==> config.mk <==
export PLATFORM = sky130hd
export DESIGN_NAME = game_ctrl_flat
export DESIGN_NICKNAME = d
export VERILOG_FILES = /design/src/rtl/game_ctrl_if.sv /design/src/rtl/game_ctrl.sv /design/src/flat_wrapper.sv
export SDC_FILE = /design/constraint.sdc
export NUM_CORES = 1
export LEC_CHECK = 0
export ABC_AREA = 1
export BUFFER_PORTS_ARGS = -buffer_cell sky130_fd_sc_hd__buf_2
export CORE_MARGIN = 5
export CORE_UTILIZATION = 45
export CTS_CLUSTER_DIAMETER = 50
export DETAILED_ROUTE_END_ITERATION = 10
export PLACE_DENSITY = 0.65
export SLEW_MARGIN = 20
export SYNTH_ARGS = -nofsm -noshare
export SYNTH_HDL_FRONTEND = slang
export SYNTH_SLANG_ARGS = --single-unit
==> constraint.sdc <==
create_clock -name clk_i -period 4.81 [get_ports clk_i]
set_input_delay 0.481 -clock clk_i [delete_from_list [all_inputs] [get_ports clk_i]]
set_output_delay 0.481 -clock clk_i [all_outputs]
set_load 0.02 [all_outputs]
==> src/rtl/game_ctrl_if.sv <==
// Signal bundle between game_ctrl (master) and the front end / sprite blocks (slave).
// Widths follow the obstacle channel count and the number of BCD score digits.
interface game_ctrl_if #(
   parameter int NUM_OBJ      = 3,
   parameter int SCORE_DIGITS = 4
);
   logic                      start_i;
   logic                      pause_i;
   logic                      frame_i;
   logic                      visible_i;
   logic [15:0]               rand_i;
   logic                      player_px_i;
   logic [NUM_OBJ-1:0]        obj_px_i;
   logic [NUM_OBJ-1:0]        obj_busy_i;
   logic [2:0]                state_o;
   logic                      frame_en_o;
   logic                      obj_rst_o;
   logic [NUM_OBJ-1:0]        spawn_o;
   logic [4*SCORE_DIGITS-1:0] score_o;
   logic [4*SCORE_DIGITS-1:0] hiscore_o;
   logic [2:0]                lives_o;
   logic [2:0]                level_o;
   logic                      blink_o;

   modport master (
      input  start_i, pause_i, frame_i, visible_i, rand_i, player_px_i, obj_px_i, obj_busy_i,
      output state_o, frame_en_o, obj_rst_o, spawn_o, score_o, hiscore_o, lives_o, level_o, blink_o
   );

   modport slave (
      output start_i, pause_i, frame_i, visible_i, rand_i, player_px_i, obj_px_i, obj_busy_i,
      input  state_o, frame_en_o, obj_rst_o, spawn_o, score_o, hiscore_o, lives_o, level_o, blink_o
   );
endinterface

==> src/rtl/game_ctrl.sv <==
// Dino-run game-flow controller: lives, invulnerability, pause, saturating BCD score,
// high score, speed levels and gap-limited round-robin obstacle spawning.
module game_ctrl #(
   parameter int NUM_OBJ       = 3,
   parameter int LIVES         = 3,
   parameter int SCORE_DIGITS  = 4,
   parameter int INVULN_FRAMES = 60,
   parameter int LEVEL_FRAMES  = 600,
   parameter int SPAWN_GAP     = 48
) (
   input logic         clk_i,
   input logic         rst_i,
   game_ctrl_if.master bus
);
   localparam int SW = 4 * SCORE_DIGITS;
   localparam int PW = (NUM_OBJ > 1) ? $clog2(NUM_OBJ) : 1;

   typedef enum logic [2:0] {
      ST_IDLE  = 3'd0,
      ST_RUN   = 3'd1,
      ST_HIT   = 3'd2,
      ST_PAUSE = 3'd3,
      ST_OVER  = 3'd4
   } state_t;

   state_t             state_q, state_d, ret_q, ret_d, hit_next_s;
   logic               coll_q, coll_d;
   logic [7:0]         inv_q, inv_d;
   logic [2:0]         lives_q, lives_d;
   logic [2:0]         level_q, level_d;
   logic [11:0]        lvl_cnt_q, lvl_cnt_d;
   logic [7:0]         gap_q, gap_d;
   logic [PW-1:0]      rr_q, rr_d;
   logic [NUM_OBJ-1:0] spawn_q, spawn_d;
   logic [SW-1:0]      score_q, score_d;
   logic [SW-1:0]      hiscore_q, hiscore_d;
   logic               obj_rst_q, obj_rst_d;
   logic               blink_q, blink_d;

   logic               frame_en_s, coll_now_s, coll_hit_s, hit_frame_s, new_game_s;
   logic [8:0]         gap_thr_s;
   logic               rnd_ok_s;
   logic               found_s;
   logic [PW-1:0]      win_s;
   logic [PW:0]        sum_s;

   // Saturating BCD +1: a carry out of the top digit means the score was all 9s.
   function automatic logic [SW-1:0] bcd_inc(input logic [SW-1:0] v);
      logic [SW-1:0] r;
      logic          carry;
      r     = v;
      carry = 1'b1;
      for (int d = 0; d < SCORE_DIGITS; d++) begin
         if (carry && (v[4*d +: 4] == 4'd9)) begin
            r[4*d +: 4] = 4'd0;
         end else if (carry) begin
            r[4*d +: 4] = v[4*d +: 4] + 4'd1;
            carry       = 1'b0;
         end else begin
            r[4*d +: 4] = v[4*d +: 4];
         end
      end
      return carry ? v : r;
   endfunction

   assign frame_en_s  = bus.frame_i && ((state_q == ST_RUN) || (state_q == ST_HIT));
   assign coll_now_s  = (state_q == ST_RUN) && bus.visible_i && bus.player_px_i && (|bus.obj_px_i);
   assign coll_hit_s  = coll_q || coll_now_s;
   assign hit_frame_s = (state_q == ST_RUN) && bus.frame_i && coll_hit_s;
   assign gap_thr_s   = 9'(SPAWN_GAP) - {4'd0, level_q, 2'b00};
   assign rnd_ok_s    = ({1'b0, bus.rand_i[3:0]} < (5'd4 + {2'b00, level_q}));

   always_ff @(posedge clk_i or posedge rst_i) begin
      if (rst_i) begin
         state_q <= ST_IDLE;
         ret_q   <= ST_RUN;
      end else begin
         state_q <= state_d;
         ret_q   <= ret_d;
      end
   end

   // A collision on a frame outranks a same-cycle pause, which is then dropped.
   always_comb begin
      state_d    = state_q;
      ret_d      = ret_q;
      new_game_s = 1'b0;
      hit_next_s = (bus.frame_i && (inv_q <= 8'd1)) ? ST_RUN : ST_HIT;
      case (state_q)
         ST_IDLE, ST_OVER: begin
            if (bus.start_i) begin
               state_d    = ST_RUN;
               new_game_s = 1'b1;
            end else begin
               state_d = state_q;
            end
         end
         ST_RUN: begin
            if (hit_frame_s) begin
               state_d = (lives_q <= 3'd1) ? ST_OVER : ST_HIT;
            end else if (bus.pause_i) begin
               state_d = ST_PAUSE;
               ret_d   = ST_RUN;
            end else begin
               state_d = ST_RUN;
            end
         end
         ST_HIT: begin
            if (bus.pause_i) begin
               state_d = ST_PAUSE;
               ret_d   = hit_next_s;
            end else begin
               state_d = hit_next_s;
            end
         end
         ST_PAUSE: begin
            if (bus.pause_i) begin
               state_d = ret_q;
            end else begin
               state_d = ST_PAUSE;
            end
         end
         default: begin
            state_d = ST_IDLE;
         end
      endcase
   end

   always_comb begin
      score_d   = score_q;
      hiscore_d = hiscore_q;
      lives_d   = lives_q;
      level_d   = level_q;
      lvl_cnt_d = lvl_cnt_q;
      inv_d     = inv_q;
      gap_d     = gap_q;
      rr_d      = rr_q;
      spawn_d   = '0;
      found_s   = 1'b0;
      win_s     = '0;
      sum_s     = '0;

      if (new_game_s) begin
         score_d   = '0;
         lives_d   = 3'(LIVES);
         level_d   = 3'd0;
         lvl_cnt_d = 12'd0;
         gap_d     = 8'd0;
      end else if (frame_en_s) begin
         if (hit_frame_s) begin
            lives_d = lives_q - 3'd1;
            inv_d   = 8'(INVULN_FRAMES);
         end else if (state_q == ST_HIT) begin
            score_d = bcd_inc(score_q);
            inv_d   = inv_q - 8'd1;
         end else begin
            score_d = bcd_inc(score_q);
         end

         if (lvl_cnt_q >= 12'(LEVEL_FRAMES - 1)) begin
            lvl_cnt_d = 12'd0;
            level_d   = (level_q == 3'd7) ? level_q : level_q + 3'd1;
         end else begin
            lvl_cnt_d = lvl_cnt_q + 12'd1;
         end

         // Round-robin search for the first idle channel starting at the pointer.
         if (({1'b0, gap_q} >= gap_thr_s) && rnd_ok_s) begin
            for (int i = 0; i < NUM_OBJ; i++) begin
               sum_s = {1'b0, rr_q} + (PW+1)'(i);
               if (sum_s >= (PW+1)'(NUM_OBJ)) begin
                  sum_s = sum_s - (PW+1)'(NUM_OBJ);
               end else begin
                  sum_s = sum_s;
               end
               if (!found_s && !bus.obj_busy_i[sum_s[PW-1:0]]) begin
                  found_s = 1'b1;
                  win_s   = sum_s[PW-1:0];
               end else begin
                  found_s = found_s;
               end
            end
            if (found_s) begin
               spawn_d[win_s] = 1'b1;
               gap_d          = 8'd0;
               rr_d           = (win_s == PW'(NUM_OBJ - 1)) ? '0 : win_s + PW'(1);
            end else begin
               gap_d = gap_q;
            end
         end else begin
            gap_d = (gap_q == 8'hFF) ? gap_q : gap_q + 8'd1;
         end
      end else begin
         score_d = score_q;
      end

      // Score is frozen in OVER, so a running max there equals an on-entry compare.
      if ((state_q == ST_OVER) && (score_q > hiscore_q)) begin
         hiscore_d = score_q;
      end else begin
         hiscore_d = hiscore_q;
      end

      if ((state_q == ST_RUN) && !bus.frame_i) begin
         coll_d = coll_q || coll_now_s;
      end else begin
         coll_d = 1'b0;
      end

      obj_rst_d = new_game_s || (state_d == ST_IDLE);
      blink_d   = (state_d == ST_HIT) ? inv_d[3] : 1'b0;
   end

   always_ff @(posedge clk_i or posedge rst_i) begin
      if (rst_i) begin
         coll_q    <= 1'b0;
         inv_q     <= 8'd0;
         lives_q   <= 3'd0;
         level_q   <= 3'd0;
         lvl_cnt_q <= 12'd0;
         gap_q     <= 8'd0;
         rr_q      <= '0;
         spawn_q   <= '0;
         score_q   <= '0;
         hiscore_q <= '0;
         obj_rst_q <= 1'b1;
         blink_q   <= 1'b0;
      end else begin
         coll_q    <= coll_d;
         inv_q     <= inv_d;
         lives_q   <= lives_d;
         level_q   <= level_d;
         lvl_cnt_q <= lvl_cnt_d;
         gap_q     <= gap_d;
         rr_q      <= rr_d;
         spawn_q   <= spawn_d;
         score_q   <= score_d;
         hiscore_q <= hiscore_d;
         obj_rst_q <= obj_rst_d;
         blink_q   <= blink_d;
      end
   end

   assign bus.state_o    = state_q;
   assign bus.frame_en_o = frame_en_s;
   assign bus.obj_rst_o  = obj_rst_q;
   assign bus.spawn_o    = spawn_q;
   assign bus.score_o    = score_q;
   assign bus.hiscore_o  = hiscore_q;
   assign bus.lives_o    = lives_q;
   assign bus.level_o    = level_q;
   assign bus.blink_o    = blink_q;
endmodule
==> src/flat_wrapper.sv <==
// flat-port wrapper written by rule: the top's interface ports become plain ports
module game_ctrl_flat 
#(
   parameter int NUM_OBJ       = 3,
   parameter int LIVES         = 3,
   parameter int SCORE_DIGITS  = 4,
   parameter int INVULN_FRAMES = 60,
   parameter int LEVEL_FRAMES  = 600,
   parameter int SPAWN_GAP     = 48
)
  (clk_i, rst_i, bus_start_i, bus_pause_i, bus_frame_i, bus_visible_i, bus_rand_i, bus_player_px_i, bus_obj_px_i, bus_obj_busy_i, bus_state_o, bus_frame_en_o, bus_obj_rst_o, bus_spawn_o, bus_score_o, bus_hiscore_o, bus_lives_o, bus_level_o, bus_blink_o);
  game_ctrl_if #(.NUM_OBJ(NUM_OBJ), .SCORE_DIGITS(SCORE_DIGITS)) bus_i ();
  input logic clk_i;
  input logic rst_i;
  input wire logic [$bits(bus_i.start_i)-1:0] bus_start_i;
  input wire logic [$bits(bus_i.pause_i)-1:0] bus_pause_i;
  input wire logic [$bits(bus_i.frame_i)-1:0] bus_frame_i;
  input wire logic [$bits(bus_i.visible_i)-1:0] bus_visible_i;
  input wire logic [$bits(bus_i.rand_i)-1:0] bus_rand_i;
  input wire logic [$bits(bus_i.player_px_i)-1:0] bus_player_px_i;
  input wire logic [$bits(bus_i.obj_px_i)-1:0] bus_obj_px_i;
  input wire logic [$bits(bus_i.obj_busy_i)-1:0] bus_obj_busy_i;
  output wire logic [$bits(bus_i.state_o)-1:0] bus_state_o;
  output wire logic [$bits(bus_i.frame_en_o)-1:0] bus_frame_en_o;
  output wire logic [$bits(bus_i.obj_rst_o)-1:0] bus_obj_rst_o;
  output wire logic [$bits(bus_i.spawn_o)-1:0] bus_spawn_o;
  output wire logic [$bits(bus_i.score_o)-1:0] bus_score_o;
  output wire logic [$bits(bus_i.hiscore_o)-1:0] bus_hiscore_o;
  output wire logic [$bits(bus_i.lives_o)-1:0] bus_lives_o;
  output wire logic [$bits(bus_i.level_o)-1:0] bus_level_o;
  output wire logic [$bits(bus_i.blink_o)-1:0] bus_blink_o;
  assign bus_i.start_i = bus_start_i;
  assign bus_i.pause_i = bus_pause_i;
  assign bus_i.frame_i = bus_frame_i;
  assign bus_i.visible_i = bus_visible_i;
  assign bus_i.rand_i = bus_rand_i;
  assign bus_i.player_px_i = bus_player_px_i;
  assign bus_i.obj_px_i = bus_obj_px_i;
  assign bus_i.obj_busy_i = bus_obj_busy_i;
  assign bus_state_o = bus_i.state_o;
  assign bus_frame_en_o = bus_i.frame_en_o;
  assign bus_obj_rst_o = bus_i.obj_rst_o;
  assign bus_spawn_o = bus_i.spawn_o;
  assign bus_score_o = bus_i.score_o;
  assign bus_hiscore_o = bus_i.hiscore_o;
  assign bus_lives_o = bus_i.lives_o;
  assign bus_level_o = bus_i.level_o;
  assign bus_blink_o = bus_i.blink_o;
  game_ctrl #(.NUM_OBJ(NUM_OBJ), .LIVES(LIVES), .SCORE_DIGITS(SCORE_DIGITS), .INVULN_FRAMES(INVULN_FRAMES), .LEVEL_FRAMES(LEVEL_FRAMES), .SPAWN_GAP(SPAWN_GAP)) u_core (.clk_i(clk_i), .rst_i(rst_i), .bus(bus_i));
endmodule
==> results.yml, run 1 <==
synth:
  netlist_top_cells_area: "dfrtp_1 37%, nand2_1 12%, ha_1 10%"
  synthesis.nets: 729
  synth-compound-area-share: 0.0873
  avgSynthCellArea_um2: 7.84
  yosysMostFrequentCell: "nand2_1"
  synth_top_area_cell: "dfrtp_1"
  synth_xor_area_frac: 0.0340
  yosys_warnings: 0
  yosysUniqueCellTypes: 41
  yosysSeqAreaShare: 0.384
  ys_ff_latch: 79
  synthMuxAreaShare: 0.00194
  postSynthCellCount: 658
  yosys.area_share.simple: 0.300
  synth_top_family_by_area: "simple AND/OR/NAND/NOR gates"
  async_flop_share: 1.00
  synthTopCellsByCount: "168 x nand2_1, 97 x inv_1, 77 x dfrtp_1, 54 x nor2_1, 42 x ha_1"
  ys.flop_type: "dfrtp_1"
  synth_top_area_frac: 0.374
  synth_adder_area_share: 0.102
  synth_edf_count: 0
  syn_area_um2: 5160
pwr:
  ir_drop_uv: 235
  p_leak_uw: 0.00318
  p_per_area_nw_per_um2: 503
  finalPower_uw: 2980
floorplan:
  core_um2: 11300
  start_util: 0.456
  die_area_um2: 13700
  ios: 76
  die-height_um: 117
  rows: 39
  die_w_um: 117
layout:
  nets: 796
  fin_util: 0.522
  final_area_um2: 5910
  area_growth_syn_to_layout_pct: 14.6
  antenna_cells: 0
  drive_gt1_frac: 0.163
placement:
  placed_cell_area_um2: 5590
  pre_cts_ws_ns: 2.43
  dp_hpwl_um: 8090
  globalplace.congestion: 0.882
  port_buffers: 63
sta:
  fin_tns_setup_ns: 0
  finalSetupViolCount: 0
  clock-skew-final_ns: 0.00615
  max_slew_margin: 0.426
  min_period_over_period: 0.497
  fin_ws_ns: 2.42
  finalCriticalPeriod_ns: 2.39
  max_freq_mhz: 419
  worst_pin_slew_ns: 0.859
  slew_viol_final: 0
  rsz0062_at_grt: "false"
  hold_violations: 0
grt:
  grt_overflow: 0
  grt_max_degree: 65
  grtUsageTotal: 0.169
  grt_pass1_wl_um: 18800
  grt_pass1_vias: 4267
  antenna_found_initial: 0
clocking:
  cts_hold_buf: 0
  clk_latency_ns: 0.33
  htreeDepth: 3
  clk_pin_slew_ns: 0.06
  cts_made_buffers: 9
  cts_root_buf: "clkbuf_16"
  clockBufferDepth: 2
  cts_setup_buffers: 0
  cts_resized: 0
  cts_tree: "done"
  clock-sinks: 79
setup_path:
  r2r_start: "u_core.bus.level_o[0]$_DFFE_PP0P_"
  cp.required_ns: 5.08
  critPathKind: "reg -> reg"
  path_max_fanout: 10
  r2r-end: "u_core.gap_q[7]$_DFFE_PP0P_"
  rrSetupSlack_ns: 2.42
  cp-end-kind: "flop"
  arrival_ns: 2.66
  critPathLaunchType: "flop"
  r2r_cells: 13
detailed_routing:
  post_drt_via_cell_ratio: 4.98
  drtIter0Drc: 149
  ant_nets: 0
  postRouteWirelength_um: 10800
  drc: 0
  drtPass1Iterations: 5
  via_count: 4346
  routedWlPerCell_um: 12.3
flow_run:
  cap_violations: 0
hold_path:
  hold_class: "in -> async"
run_status:
  status: "finished clean"
-- cell type report --
cell class / count / area [um^2]
Fill cell: 1066 / 5410
Multi-Input combinational cell: 466 / 2710
Sequential cell: 79 / 1980
Inverter: 105 / 398
Timing Repair Buffer: 64 / 323
Clock buffer: 13 / 260
Tap cell: 143 / 179
Clock inverter: 3 / 65.1
-- placed cells by master, fill, tap and decap left out, types with 2 or more instances in the layout --
cell type	count
nand4_1	18
clkinv_2	2
dfrtp_1	77
dfstp_2	2
clkbuf_8	2
clkbuf_1	2
nand3_2	3
xor2_1	14
xnor2_1	6
inv_1	96
nor2_1	54
nor3_1	11
ha_1	42
a21oi_1	25
nand3_1	40
nor2_4	5
nand3_4	2
o22ai_1	2
nand2_4	4
o21ai_1	12
bufinv_16	2
nor2_2	3
clkbuf_16	9
a31oi_1	2
nand3b_1	3
inv_2	7
nand2_2	4
nand2_1	168
buf_2	63
nor2_8	4
o21ai_0	33
-- where the power goes --
part	internal (uW)	leakage [uW]	switching, uW
registers	821	0.00104	180
logic	442	0.00198	793
clock network	482	0.000160	257
-- worst max-delay path by stage --
stage	startpoint	slack [ns]	cells after the start	endpoint
2_1_floorplan	rst_i	2.31	1	u_core.bus.blink_o$_DFF_PP0_
3_3_place_gp	u_core.bus.level_o[0]$_DFFE_PP0P_	2.49	13	u_core.gap_q[6]$_DFFE_PP0P_
3_5_place_dp	u_core.bus.level_o[0]$_DFFE_PP0P_	2.43	13	u_core.gap_q[7]$_DFFE_PP0P_
4_1_cts	u_core.bus.level_o[0]$_DFFE_PP0P_	2.43	13	u_core.gap_q[0]$_DFFE_PP0P_
5_1_grt	u_core.bus.level_o[0]$_DFFE_PP0P_	2.20	13	u_core.gap_q[6]$_DFFE_PP0P_
6_report	u_core.bus.level_o[0]$_DFFE_PP0P_	2.42	13	u_core.gap_q[7]$_DFFE_PP0P_
-- logic make-up (layout without fill, tap and decap cells) --
kind of cell | Yosys count | after routing
mux | 1 | 1
compound gates | 81 | 81
buf+inv | 113 | 185
flops | 79 | 79
xor+xnor | 20 | 20
fa+ha+maj | 42 | 42
simple gates | 322 | 322
-- routing by layer --
metal,routed length (um),part of all wire,track usage
met5,0,0,0
met3,522,0.049,0.0334
met1,5120,0.48,0.219
met2,4920,0.46,0.283
met4,186,0.017,0.0573
-- registers in the layout, summed over array words and instances (netlist names) --
register / count
u_core.bus.blink_o: 1
u_core.bus.lives_o: 3
u_core.coll_q: 1
u_core.bus.score_o: 16
u_core.bus.spawn_o: 3
u_core.inv_q: 8
u_core.lvl_cnt_q: 12
u_core.bus.hiscore_o: 16
u_core.gap_q: 8
u_core.bus.obj_rst_o: 1
u_core.ret_q: 2
u_core.bus.level_o: 3
u_core.rr_q: 2
u_core.bus.state_o: 3
-- critical path, cell delays in order, from the launching register on --
cell	delay, ns
dfrtp_1	0.42
inv_2	0.08
ha_1	0.21
xnor2_1	0.13
ha_1	0.34
a21oi_1	0.13
nand2_1	0.06
nand2_1	0.06
nand3_2	0.18
nand2_1	0.19
nand2_1	0.07
nand2_1	0.22
nand4_1	0.13
nand2_1	0.09
-- per-stage QoR --
stage          hold WS (ns)  cells
5_1_grt              0.0821    873
3_3_place_gp          0.422    857
3_5_place_dp          0.430    857
6_report             0.0605    873
2_1_floorplan         0.443    658
4_1_cts              0.0570    873
Power figures use the tool's default switching activity.
==> run 2, diff against run 1 <==
Clock period 4.81 ns to 2.4 ns, I/O delays scaled along.
==> run 2 against run 1 <==
- combinational power grew 110%
- clock skew about the same
- global-route usage rose by 0.58 points
- non-clock buffer count rose by 8
- core utilization increased by 0.67 points
- count of clock-buffer cells in the layout fell by 2
- clock power rose by 96%
- via count is 1.2% higher
- wire length up 2.4%
- worst hold slack improved by 0.024 ns
- cell count up 0.80%
- sequential share of layout area decreased by 0.41 points
- largest cell class unchanged
==> results.yml, run 2 (synthesized netlist as in run 1, its figures left out) <==
placement:
  placed_cell_area_um2: 5650
  pre_cts_ws_ns: 0.171
  dp_hpwl_um: 8310
  port_buffers: 63
  globalplace.congestion: 0.858
layout:
  drive_gt1_frac: 0.175
  final_area_um2: 5990
  area_growth_syn_to_layout_pct: 16.1
  antenna_cells: 0
  mostFrequentLayoutCells: "166 x nand2_1, 96 x inv_1, 76 x dfrtp_1"
  final_common_cell: "nand2_1"
  nets: 804
floorplan:
  rows: 39
  ios: 76
  core_um2: 11300
  die_area_um2: 13700
  start_util: 0.456
  die-height_um: 117
  die_w_um: 117
grt:
  grt_max_degree: 33
  grt_pass1_wl_um: 19400
  grt_overflow: 0
  grtUsageTotal: 0.175
  grt_pass1_vias: 4323
  antenna_found_initial: 0
sta:
  max_freq_mhz: 473
  worst_pin_slew_ns: 0.594
  fin_ws_ns: 0.285
  slew_viol_final: 0
  clock-skew-final_ns: 0.00664
  finalCriticalPeriod_ns: 2.11
  min_period_over_period: 0.881
  max_slew_margin: 0.603
  hold_violations: 0
  finalSetupViolCount: 0
run_status:
  status: "finished clean"
setup_path:
  arrival_ns: 2.34
  critPathKind: "reg -> reg"
  path_max_fanout: 8
  r2r_start: "u_core.bus.level_o[1]$_DFFE_PP0P_"
  critPathLaunchType: "flop"
  cp-end-kind: "flop"
  cp.required_ns: 2.62
  crit_start: "u_core.bus.level_o[1]$_DFFE_PP0P_"
detailed_routing:
  drtPass1Iterations: 4
  via_count: 4396
  postRouteWirelength_um: 11000
  post_drt_via_cell_ratio: 5.00
  drc: 0
  routedWlPerCell_um: 12.5
  ant_nets: 0
  drtIter0Drc: 173
clocking:
  clk_latency_ns: 0.33
  cts_tree: "done"
  cts_made_buffers: 9
  clk_pin_slew_ns: 0.06
  cts_root_buf: "clkbuf_16"
  clockBufferDepth: 2
  clock-sinks: 79
  htreeDepth: 3
pwr:
  p_int_uw: 3500
  p_leak_uw: 0.00322
  swShare: 0.415
  combPwrFrac: 0.426
  clockPowerShare: 0.242
  p_per_area_nw_per_um2: 999
  ir_drop_uv: 465
  net-switching-power_uw: 2480
  p_seq_frac: 0.332
hold_path:
  hold_class: "in -> reg"
  worstHoldStart: "bus_frame_i"
flow_run:
  cap_violations: 0
-- run 2: layer usage --
layer,global-route usage,share of wire
met1,0.231,0.47
met2,0.287,0.46
met3,0.0288,0.047
met4,0.0696,0.021
met5,0,0
-- run 2: worst paths after layout --
| path | endpoint | slack, ns | cells after the start |
|---|---|---|---|
| max reg2reg | u_core.gap_q[7]$_DFFE_PP0P_ | 0.29 | 12 |
| min reg2reg | u_core.ret_q[1]$_DFFE_PP0P_ | 0.48 | 2 |
| max | u_core.gap_q[7]$_DFFE_PP0P_ | 0.29 | 12 |
| min | u_core.coll_q$_DFF_PP0_ | 0.08 | 2 |
| max in group asynchronous | u_core.bus.score_o[6]$_DFFE_PP0P_ | 1.24 | 4 |
| min in group asynchronous | u_core.gap_q[0]$_DFFE_PP0P_ | 0.50 | 3 |
-- run 2: stage by stage --
| step | instances | TNS (ns) | hold slack, ns | total power [uW] | util |
|---|---|---|---|---|---|
| 3_3_place_gp | 864 | 0 | 0.312 | 4470 | 0.499 |
| 4_1_cts | 880 | 0 | 0.0825 | 6030 | 0.528 |
| 6_report | 880 | 0 | 0.0849 | 5980 | 0.529 |
| 3_5_place_dp | 864 | 0 | 0.326 | 4550 | 0.499 |
| 5_1_grt | 880 | -0.0143 | 0.0944 | 6500 | 0.529 |
| 2_1_floorplan | 658 | 0 | 0.306 | 3960 | - |
-- run 2: worst max-delay path, stage by stage (launching register included) --
cell and delay (ns):
dfrtp_1 0.39, inv_1 0.09, ha_1 0.19, xnor2_1 0.12
ha_1 0.33, a21oi_1 0.13, nand2_1 0.06, nand2_1 0.06
nand3_2 0.14, nand4_1 0.21, nand3_4 0.14, nand2_1 0.09
nand2_1 0.05
-- run 2: area by class of cell --
cell class | count | area [um^2]
clock buffers | 11 | 243
clock inverters | 4 | 70.1
fillers | 1073 | 5330
inverters | 105 | 398
multi-input cells | 466 | 2720
flip-flops and latches | 79 | 1980
well taps | 143 | 179
repair buffers | 72 | 398
-- run 2: power groups by stage --
stage	clock (uW)	combinational, uW	sequential, uW
detailed placement	0	2550	2000
global placement	0	2490	1980
finish	1450	2550	1990
CTS	1480	2570	1980
floorplan	0	1820	2140
global route	1550	2910	2040
-- run 2: timing repair --
action,4_1_cts,5_1_grt
hold buffers,1,0
setup endpoints to repair,0,8
setup buffers,0,0
endpoints found under the hold margin,26,0
resized for setup,0,4
==> run 3, diff against run 2 <==
Settings changed: PLACE_DENSITY 0.65 to 0.74.
==> run 3 against run 2 <==
- clock skew is 0.0027 ns higher
- highest routed layer unchanged
- die area stayed put
- maximum frequency is 1.5% lower
- wire length is 3.3% lower
- cell count is 0.23% lower
- largest power group unchanged
- global-route usage is 1.0 points lower
- count of clock-buffer cells in the layout is 1 lower
- non-clock buffer count is 3 lower
==> results.yml, run 3 (synthesized netlist as in run 1, its figures left out) <==
grt:
  grt_pass1_vias: 4117
  grt_max_degree: 56
  grt_overflow: 0
  grtUsageTotal: 0.164
  antenna_found_initial: 0
  grt_pass1_wl_um: 18300
detailed_routing:
  via_count: 4366
  routedWlPerCell_um: 12.1
  drc: 0
  post_drt_via_cell_ratio: 4.97
  ant_nets: 0
  drtPass1Iterations: 4
  drtIter0Drc: 196
  postRouteWirelength_um: 10600
layout:
  drive_gt1_frac: 0.170
  nets: 801
  final_common_cell: "nand2_1"
  antenna_cells: 0
  mostFrequentLayoutCells: "168 x nand2_1, 96 x inv_1, 77 x dfrtp_1"
  final_area_um2: 5920
  area_growth_syn_to_layout_pct: 14.9
  num-fill-cells: 1093
floorplan:
  rows: 39
  die_w_um: 117
  start_util: 0.456
  core_um2: 11300
  die_area_um2: 13700
  ios: 76
  die-height_um: 117
sta:
  slew_viol_final: 0
  min_period_over_period: 0.895
  fin_ws_ns: 0.253
  clock-skew-final_ns: 0.00934
  worst_pin_slew_ns: 0.470
  hold_ws_ns: 0.0886
  rsz0062_at_grt: "false"
  max_slew_margin: 0.686
  max_freq_mhz: 466
  fin_tns_setup_ns: 0
  hold_violations: 0
  finalCriticalPeriod_ns: 2.15
  finalSetupViolCount: 0
clocking:
  cts_made_buffers: 9
  cts_tree: "done"
  cts_setup_buffers: 0
  clockBufferDepth: 2
  cts_root_buf: "clkbuf_16"
  cts_resized: 0
  cts_hold_buf: 1
  clock-sinks: 79
  clk_pin_slew_ns: 0.07
  clk_latency_ns: 0.34
  htreeDepth: 3
setup_path:
  rrSetupSlack_ns: 0.25
  critPathLaunchType: "flop"
  critPathKind: "reg -> reg"
  cp-end-kind: "flop"
  arrival_ns: 2.42
  cp.required_ns: 2.67
  path_max_fanout: 7
placement:
  placed_cell_area_um2: 5630
  port_buffers: 63
  pre_cts_ws_ns: 0.264
  globalplace.congestion: 0.850
  dp_hpwl_um: 7910
pwr:
  p_per_area_nw_per_um2: 983
  ir_drop_uv: 431
  finalPower_uw: 5820
  p_leak_uw: 0.00319
flow_run:
  cap_violations: 0
hold_path:
  hold_class: "in -> reg"
run_status:
  status: "finished clean"
[run 3: cell types whose count changed in the layout (fill, tap and decap cells not counted), moves of 2 or more]
cell and delta:
buf_4 -3, nand2_2 -2, inv_6 +4, nand2_1 +2
bufinv_16 -2
[run 3: worst max-delay path, stage by stage (launching register included)]
cell	delay [ns]
dfrtp_1	0.38
inv_1	0.08
ha_1	0.19
xnor2_1	0.12
ha_1	0.33
a21oi_1	0.13
nand2_1	0.06
nand2_1	0.06
nand3_2	0.11
nand2_1	0.14
nand2_1	0.06
nand2_1	0.20
nand4_1	0.12
nand2_1	0.09
[run 3: cell type report]
cell class / count / area [um^2] / area share
clock buffer: 10 / 239 / 0.0403
sequential: 79 / 1980 / 0.334
multi-input combinational: 466 / 2710 / 0.457
timing repair buffer: 69 / 375 / 0.0634
inverter: 105 / 398 / 0.0672
tap: 143 / 179 / 0.0302
clock inverter: 6 / 47.5 / 0.00803
[run 3: routing by layer]
metal / GRT usage / part of all wire
met3: 0.0216 / 0.037
met4: 0.0581 / 0.012
met2: 0.269 / 0.45
met5: 0 / 0
met1: 0.225 / 0.50
[run 3: where the power goes]
group	internal [uW]	switching [uW]	leakage [uW]
combinational	898	1590	0.00200
sequential	1640	370	0.00104
clock	742	581	0.000140
[run 3: path summary, 6_finish.rpt]
kind | startpoint | to | depth (start not counted)
min in group asynchronous | rst_i | u_core.bus.level_o[1]$_DFFE_PP0P_ | 3
max in group asynchronous | rst_i | u_core.ret_q[0]$_DFFE_PP1P_ | 4
min reg2reg | u_core.ret_q[1]$_DFFE_PP0P_ | u_core.ret_q[1]$_DFFE_PP0P_ | 2
min | bus_frame_i | u_core.coll_q$_DFF_PP0_ | 2
max reg2reg | u_core.bus.level_o[1]$_DFFE_PP0P_ | u_core.gap_q[6]$_DFFE_PP0P_ | 13
max | u_core.bus.level_o[1]$_DFFE_PP0P_ | u_core.gap_q[6]$_DFFE_PP0P_ | 13
[run 3: stage by stage]
stage | std cells | utilization
after global placement | 861 | 0.497
after floorplan | 658 | -
after detailed placement | 861 | 0.497
after CTS | 878 | 0.523
after global routing | 878 | 0.523
final | 878 | 0.523
